### config.mk
export PLATFORM = sky130hd
export DESIGN_NAME = huff_stream_decoder_flat
export DESIGN_NICKNAME = d
export VERILOG_FILES = /design/src/rtl/hsd_pkg.sv /design/src/rtl/hsd_if.sv /design/src/rtl/hsd_match.sv /design/src/rtl/huff_stream_decoder.sv /design/src/flat_wrapper.sv
export SDC_FILE = /design/constraint.sdc
export NUM_CORES = 1
export LEC_CHECK = 0
export ABC_AREA = 1
export BUFFER_PORTS_ARGS = -buffer_cell sky130_fd_sc_hd__buf_2
export CORE_MARGIN = 5
export CORE_UTILIZATION = 60
export DETAILED_ROUTE_END_ITERATION = 7
export GPL_TIMING_DRIVEN = 0
export MAX_ROUTING_LAYER = met4
export PLACE_DENSITY = 0.85
export RECOVER_POWER = 100
export SYNTH_ARGS = -nofsm -noshare
export SYNTH_HDL_FRONTEND = slang
export SYNTH_HIERARCHICAL = 1
export SYNTH_SLANG_ARGS = --single-unit
export TNS_END_PERCENT = 100
### constraint.sdc
create_clock -name clk -period 5.95 [get_ports clk]
set_input_delay 0.8925 -clock clk [delete_from_list [all_inputs] [get_ports clk]]
set_output_delay 0.8925 -clock clk [all_outputs]
set_load 0.02 [all_outputs]
### src/rtl/hsd_pkg.sv
// Shared types and helpers for the Huffman stream decoder.
// Build option: HSD_PREFIX_CHK_EN enables the table prefix-free scan.
package hsd_pkg;

  localparam int NSYM   = 8;
  localparam int MAXLEN = 7;
  localparam int SW     = $clog2(NSYM);
  localparam int LW     = 3;

  typedef enum logic [1:0] {
    IDLE,
    LOAD,
    CHK,
    DEC
  } state_t;

  typedef struct packed {
    logic [LW-1:0]     len;
    logic [MAXLEN-1:0] code;
  } entry_t;

  function automatic logic [MAXLEN-1:0] len_mask(
    input logic [LW-1:0] l
  );
    logic [MAXLEN:0] one;
    one = 1;
    return MAXLEN'((one << l) - 1'b1);
  endfunction

  // Shorter code compared against the first bits on the wire of the longer.
  function automatic logic prefix_clash(
    input entry_t a,
    input entry_t b
  );
    logic [LW-1:0]     ls;
    logic [MAXLEN-1:0] sa;
    logic [MAXLEN-1:0] sb;
    if (a.len <= b.len) begin
      ls = a.len;
      sa = a.code;
      sb = b.code >> (b.len - a.len);
    end else begin
      ls = b.len;
      sa = a.code >> (a.len - b.len);
      sb = b.code;
    end
    return ((sa ^ sb) & len_mask(ls)) == '0;
  endfunction

endpackage

### src/rtl/hsd_if.sv
// Table load, bit stream and result signals of the decoder.
// Build option: HSD_PREFIX_CHK_EN (drives tbl_err).
interface hsd_if;
  import hsd_pkg::*;

  logic              tbl_valid;
  logic [LW-1:0]     tbl_len;
  logic [MAXLEN-1:0] tbl_code;
  logic              bit_valid;
  logic              bit_in;
  logic              bit_last;
  logic              bit_ready;
  logic              out_valid;
  logic [SW-1:0]     out_sym;
  logic              dec_err;
  logic              tbl_err;
  logic              done;

  modport master (
    output tbl_valid, tbl_len, tbl_code,
    output bit_valid, bit_in, bit_last,
    input  bit_ready, out_valid, out_sym,
    input  dec_err, tbl_err, done
  );

  modport slave (
    input  tbl_valid, tbl_len, tbl_code,
    input  bit_valid, bit_in, bit_last,
    output bit_ready, out_valid, out_sym,
    output dec_err, tbl_err, done
  );

endinterface

### src/rtl/hsd_match.sv
// Codeword lookup: finds the table entry matching the accumulated bits.
// Build option: HSD_PREFIX_CHK_EN (not used here).
module hsd_match
  import hsd_pkg::*;
(
  input  logic [MAXLEN-1:0] acc_n,
  input  logic [LW-1:0]     cnt_n,
  input  entry_t            tbl [NSYM],
  output logic              hit,
  output logic [SW-1:0]     sym
);

  // Scan high to low so the lowest matching index is left in sym.
  always_comb begin
    hit = 1'b0;
    sym = '0;
    for (int i = NSYM - 1; i >= 0; i--) begin
      if (tbl[i].len != '0 &&
          tbl[i].len == cnt_n &&
          ((tbl[i].code ^ acc_n) &
           len_mask(tbl[i].len)) == '0) begin
        hit = 1'b1;
        sym = SW'(i);
      end
    end
  end

endmodule

### src/rtl/huff_stream_decoder.sv
// Huffman bitstream decoder: table load, optional prefix scan, decode.
// Build option: HSD_PREFIX_CHK_EN adds the CHK table scan and tbl_err.
module huff_stream_decoder
  import hsd_pkg::*;
(
  input logic  clk,
  input logic  rst_n,
  hsd_if.slave bus
);

  state_t            state_q, state_d;
  entry_t            tbl_q [NSYM];
  logic [SW-1:0]     ent_q, ent_d;
  logic [MAXLEN-1:0] acc_q, acc_d, acc_n;
  logic [LW-1:0]     cnt_q, cnt_d, cnt_n;
  logic              hit;
  logic [SW-1:0]     hit_sym;
  logic              ov_q, ov_d;
  logic [SW-1:0]     sym_q, sym_d;
  logic              de_q, de_d;
  logic              dn_q, dn_d;
  logic              tbl_we;
  logic              tbl_clr;

`ifdef HSD_PREFIX_CHK_EN
  logic [SW-1:0]     pi_q, pi_d;
  logic [SW-1:0]     pj_q, pj_d;
  logic              fail_q, fail_d;
  logic              te_q, te_d;
  logic              pair_bad;
  logic              last_pair;

  assign pair_bad = tbl_q[pi_q].len != '0 &&
                    tbl_q[pj_q].len != '0 &&
                    prefix_clash(tbl_q[pi_q], tbl_q[pj_q]);
  assign last_pair = pi_q == SW'(NSYM - 2) &&
                     pj_q == SW'(NSYM - 1);
`endif

  assign acc_n = {acc_q[MAXLEN-2:0], bus.bit_in};
  assign cnt_n = cnt_q + 1'b1;

  hsd_match u_match (
    .acc_n (acc_n),
    .cnt_n (cnt_n),
    .tbl   (tbl_q),
    .hit   (hit),
    .sym   (hit_sym)
  );

  always_comb begin
    state_d = state_q;
    ent_d   = ent_q;
    acc_d   = acc_q;
    cnt_d   = cnt_q;
    ov_d    = 1'b0;
    sym_d   = '0;
    de_d    = 1'b0;
    dn_d    = 1'b0;
    tbl_we  = 1'b0;
    tbl_clr = 1'b0;
`ifdef HSD_PREFIX_CHK_EN
    pi_d    = pi_q;
    pj_d    = pj_q;
    fail_d  = fail_q;
    te_d    = 1'b0;
`endif
    unique case (state_q)
      IDLE: begin
        if (bus.tbl_valid) begin
          tbl_we  = 1'b1;
          ent_d   = ent_q + 1'b1;
          state_d = LOAD;
        end
      end
      LOAD: begin
        if (bus.tbl_valid) begin
          tbl_we = 1'b1;
          ent_d  = ent_q + 1'b1;
          if (ent_q == SW'(NSYM - 1)) begin
`ifdef HSD_PREFIX_CHK_EN
            state_d = CHK;
`else
            state_d = DEC;
`endif
          end
        end
      end
      CHK: begin
`ifdef HSD_PREFIX_CHK_EN
        if (last_pair) begin
          pi_d   = '0;
          pj_d   = SW'(1);
          fail_d = 1'b0;
          if (fail_q || pair_bad) begin
            te_d    = 1'b1;
            tbl_clr = 1'b1;
            state_d = IDLE;
          end else begin
            state_d = DEC;
          end
        end else begin
          fail_d = fail_q | pair_bad;
          if (pj_q == SW'(NSYM - 1)) begin
            pi_d = pi_q + 1'b1;
            pj_d = pi_q + SW'(2);
          end else begin
            pj_d = pj_q + 1'b1;
          end
        end
`else
        state_d = IDLE;
`endif
      end
      DEC: begin
        if (bus.bit_valid) begin
          acc_d = acc_n;
          cnt_d = cnt_n;
          if (hit) begin
            ov_d  = 1'b1;
            sym_d = hit_sym;
            acc_d = '0;
            cnt_d = '0;
          end else if (cnt_n == LW'(MAXLEN) ||
                       bus.bit_last) begin
            de_d  = 1'b1;
            acc_d = '0;
            cnt_d = '0;
          end
          if (bus.bit_last) begin
            dn_d    = 1'b1;
            acc_d   = '0;
            cnt_d   = '0;
            state_d = IDLE;
          end
        end
      end
      default: state_d = IDLE;
    endcase
  end

  always_ff @(posedge clk or negedge rst_n) begin
    if (!rst_n) begin
      state_q <= IDLE;
      ent_q   <= '0;
      acc_q   <= '0;
      cnt_q   <= '0;
      ov_q    <= 1'b0;
      sym_q   <= '0;
      de_q    <= 1'b0;
      dn_q    <= 1'b0;
    end else begin
      state_q <= state_d;
      ent_q   <= ent_d;
      acc_q   <= acc_d;
      cnt_q   <= cnt_d;
      ov_q    <= ov_d;
      sym_q   <= sym_d;
      de_q    <= de_d;
      dn_q    <= dn_d;
    end
  end

  always_ff @(posedge clk or negedge rst_n) begin
    if (!rst_n) begin
      for (int i = 0; i < NSYM; i++) tbl_q[i] <= '0;
    end else if (tbl_clr) begin
      for (int i = 0; i < NSYM; i++) tbl_q[i] <= '0;
    end else if (tbl_we) begin
      tbl_q[ent_q] <= '{len: bus.tbl_len,
                        code: bus.tbl_code};
    end
  end

`ifdef HSD_PREFIX_CHK_EN
  always_ff @(posedge clk or negedge rst_n) begin
    if (!rst_n) begin
      pi_q   <= '0;
      pj_q   <= SW'(1);
      fail_q <= 1'b0;
      te_q   <= 1'b0;
    end else begin
      pi_q   <= pi_d;
      pj_q   <= pj_d;
      fail_q <= fail_d;
      te_q   <= te_d;
    end
  end

  assign bus.tbl_err = te_q;
`else
  assign bus.tbl_err = 1'b0;
`endif

  assign bus.bit_ready = state_q == DEC;
  assign bus.out_valid = ov_q;
  assign bus.out_sym   = sym_q;
  assign bus.dec_err   = de_q;
  assign bus.done      = dn_q;

endmodule

### src/flat_wrapper.sv
// flat-port wrapper written by rule: the top's interface ports become plain ports
module huff_stream_decoder_flat import hsd_pkg::*;
  (clk, rst_n, bus_tbl_valid, bus_tbl_len, bus_tbl_code, bus_bit_valid, bus_bit_in, bus_bit_last, bus_bit_ready, bus_out_valid, bus_out_sym, bus_dec_err, bus_tbl_err, bus_done);
  hsd_if bus_i ();
  input logic clk;
  input logic rst_n;
  input wire logic [$bits(bus_i.tbl_valid)-1:0] bus_tbl_valid;
  input wire logic [$bits(bus_i.tbl_len)-1:0] bus_tbl_len;
  input wire logic [$bits(bus_i.tbl_code)-1:0] bus_tbl_code;
  input wire logic [$bits(bus_i.bit_valid)-1:0] bus_bit_valid;
  input wire logic [$bits(bus_i.bit_in)-1:0] bus_bit_in;
  input wire logic [$bits(bus_i.bit_last)-1:0] bus_bit_last;
  output wire logic [$bits(bus_i.bit_ready)-1:0] bus_bit_ready;
  output wire logic [$bits(bus_i.out_valid)-1:0] bus_out_valid;
  output wire logic [$bits(bus_i.out_sym)-1:0] bus_out_sym;
  output wire logic [$bits(bus_i.dec_err)-1:0] bus_dec_err;
  output wire logic [$bits(bus_i.tbl_err)-1:0] bus_tbl_err;
  output wire logic [$bits(bus_i.done)-1:0] bus_done;
  assign bus_i.tbl_valid = bus_tbl_valid;
  assign bus_i.tbl_len = bus_tbl_len;
  assign bus_i.tbl_code = bus_tbl_code;
  assign bus_i.bit_valid = bus_bit_valid;
  assign bus_i.bit_in = bus_bit_in;
  assign bus_i.bit_last = bus_bit_last;
  assign bus_bit_ready = bus_i.bit_ready;
  assign bus_out_valid = bus_i.out_valid;
  assign bus_out_sym = bus_i.out_sym;
  assign bus_dec_err = bus_i.dec_err;
  assign bus_tbl_err = bus_i.tbl_err;
  assign bus_done = bus_i.done;
  huff_stream_decoder u_core (.clk(clk), .rst_n(rst_n), .bus(bus_i));
endmodule
==> metrics <==
status complete, but fails checks; failing checks capacitance limit, slew limit; Multi-input gate area 0.00315 mm^2; DR DRC count 0; post-synth top area share 39.6%; Synth async-reset ratio 100%; slowest CP cell o21ai_0; R2R Path Start u_core/cnt_q[0]$_DFFE_PN0P_; Syn Area/Cell 7.22 um^2; Worst Hold Launch u_core/tbl_q[79]$_DFFE_PN0P_; CP Data Required Time 6.23 ns; number of synthesized flops with an enable pin 0; power per cell area 518 mW/mm^2; cell area after synthesis 0.00632 mm^2; CTS buffer count 9; Synth-to-Final Area Change 6.87%; Max clock buf depth 2; via count of the first global-routing pass 5324; All-Layer GR Usage 28.2%; synth warn 6; Vias/cell 5.53; min Tclk post-route 2.99 ns; Placer Congestion 0.934; Port Buffer Count 22; largest net degree at the start of global routing 67; die height 113 um; Worst Skew 0.0141 ns; setup TNS 0 ns; Top FF cell, synth dfrtp_1; post_cts resized 0; Hold Path Class register to register; postcts setup bufs 0; Yosys top cell by area dfrtp_1; Arr. time, crit path 3.27 ns; crit end category register; total global routing overflow 0; final hold vios 0; sequential area share after synthesis 39.6%; slowest stage delay, CP 0.48 ns; I/O pins 24; Fillers 916; final instance area 0.00676 mm^2; Die W 113 um; Synth area leaders dfrtp_1, nand2_1, o21ai_0; Pins Over Slew Limit 35; CTS clk-pin slew, worst paths 0.10 ns; crit-path most repeated cell inv_1; Worst setup startpoint u_core/cnt_q[0]$_DFFE_PN0P_; initial DRC count 644; antenna violations before repair 0; Leakage 3.45 nW; Cell Chain, Critical Path inv_1 -> ha_1 -> inv_1 -> buf_4 -> inv_4 -> nand2_1 -> nand4_1 -> a21oi_1 -> nand4_1 -> o21ai_0 -> nor2_1 -> nand2_1 -> inv_1 -> clkbuf_1 -> nor3b_1; relative slew slack -30.8%; Max-cap violations 1; number of nets with antenna violations after routing 0; total vias in the final route 5808; layout cells sized above 1 10.1%; detailed-router iteration count before antenna repair 6; final worst-path cycle share 50.3%; fmax 334 MHz; worst skew pair latency 0.37 ns; number of core rows 37; Distinct cells, synth 42; Storage cell area 0.00250 mm^2; crit start category register; global-route wire length before repair 27.3 mm; cell count after synthesis 876; CTS tree built; RSZ-0062 raised after global routing no; Nets 938; Root Driver clkbuf_8; Post-DP HPWL 11.5 mm; Post-CTS Hold Buffers 0; top-count cell post-synth nand2_1; drt total wl 16.7 mm; Synth top cells by count nand2_1, dfrtp_1, o21ai_0, inv_1, nand3_1; core area 0.0103 mm^2; Seq cells post-synth 100; critical path peak fanout 10; antenna cells 0; setup violators final 0; clock sinks 100; Setup CP Type register to register; routed len/inst 15.9 um; initial core utilization 61.3%; Syn Nets 904; H-Tree Depth 3; measured slew at the worst slew-check pin 1.96 ns; DP Area 0.00663 mm^2; worst vdd ir 0.256 mV; Die ar. 0.0127 mm^2
-- kinds of logic (layout without fill, tap and decap cells) --
logic type	after synthesis	after routing	share of synthesized area [%]
compound gates	154	154	12.9
xor+xnor	35	35	4.85
fa+ha+maj	12	12	2.37
buf+inv	133	172	10.1
flops	100	100	39.6
other cells	1	1	0.0593
simple gates	441	441	30.1
-- layout by cell type (no fill, tap or decap), drive strengths merged --
cell type  synthesis  final
nand2            283    283
o21ai            111    111
dfrtp            100    100
inv               95     95
nand3             61     61
nor2              60     60
clkbuf             9     35
buf               27     35
a21oi             26     26
xor2              24     24
nand4             16     16
ha                12     12
xnor2             11     11
o21bai            11     11
nor3              11     11
nor3b              5      5
clkinvlp           0      3
clkinv             2      3
nand3b             2      2
o211ai             2      2
or2                2      2
bufinv             0      1
and2               1      1
conb               1      1
a21boi             1      1
o31ai              1      1
o22ai              1      1
a31oi              1      1
-- area by class of cell --
class | instances | area share, %
clock inverter | 5 | 0.870
sequential | 100 | 37.0
tap | 136 | 2.52
timing repair buffer | 23 | 1.85
inverter | 97 | 5.55
clock buffer | 11 | 2.09
buffer | 36 | 3.41
multi-input combinational | 643 | 46.7
-- registers in the layout, indices dropped and copies added (netlist names), 2 cells and up --
register            cells
u_core/acc_q            6
u_core/bus.out_sym      3
u_core/cnt_q            3
u_core/ent_q            3
u_core/state_q          2
u_core/tbl_q           80
-- worst max-delay path: cells and delay by family (launching register included) --
| kind | cells | cell delay, ns |
|---|---|---|
| compound gates | 2 | 0.61 |
| fa+ha+maj | 1 | 0.24 |
| buf+inv | 6 | 0.81 |
| flops | 1 | 0.41 |
| simple gates | 6 | 0.82 |
-- metrics by stage --
| stage | setup slack [ns] | instances | power (mW) | util, % | hold slack (ns) |
|---|---|---|---|---|---|
| floorplan | 3.56 | 876 | 2.63 | - | 0.448 |
| CTS | 3.12 | 1051 | 3.52 | 66.2 | 0.477 |
| global route | 2.63 | 1051 | 3.85 | 65.5 | 0.531 |
| finish | 2.96 | 1051 | 3.50 | 65.5 | 0.503 |
| global placement | 2.95 | 1034 | 3.02 | 64.0 | 0.466 |
| detailed placement | 2.98 | 1035 | 3.08 | 64.3 | 0.475 |
-- power breakdown --
part	switching, mW	leakage [nW]	total, mW	internal (mW)
sequential	0.269	1.28	1.22	0.950
clock	0.232	0.0959	0.439	0.207
combinational	1.16	2.08	1.85	0.682
-- per-layer routing --
layer  part of all wire (%)  GRT usage (%)  up-vias
met4                    4.1           13.1        0
met3                    9.2           6.09       54
met1                     41           36.8     2641
li1                       -              -     2885
met5                      0              -        -
met2                     45           42.0      228
-- worst paths after layout --
check                                                   to  slack [ns]  cells after the start
max                        u_core/bus.out_sym[0]$_DFF_PN0_        2.96                     15
min                           u_core/tbl_q[79]$_DFFE_PN0P_        0.50                      2
max reg2reg                u_core/bus.out_sym[0]$_DFF_PN0_        2.96                     15
min reg2reg                   u_core/tbl_q[79]$_DFFE_PN0P_        0.50                      2
max in group asynchronous     u_core/tbl_q[32]$_DFFE_PN0P_        3.77                      1
min in group asynchronous      u_core/cnt_q[0]$_DFFE_PN0P_        1.06                      1
Note: power is estimated with default switching activity, not from simulation.
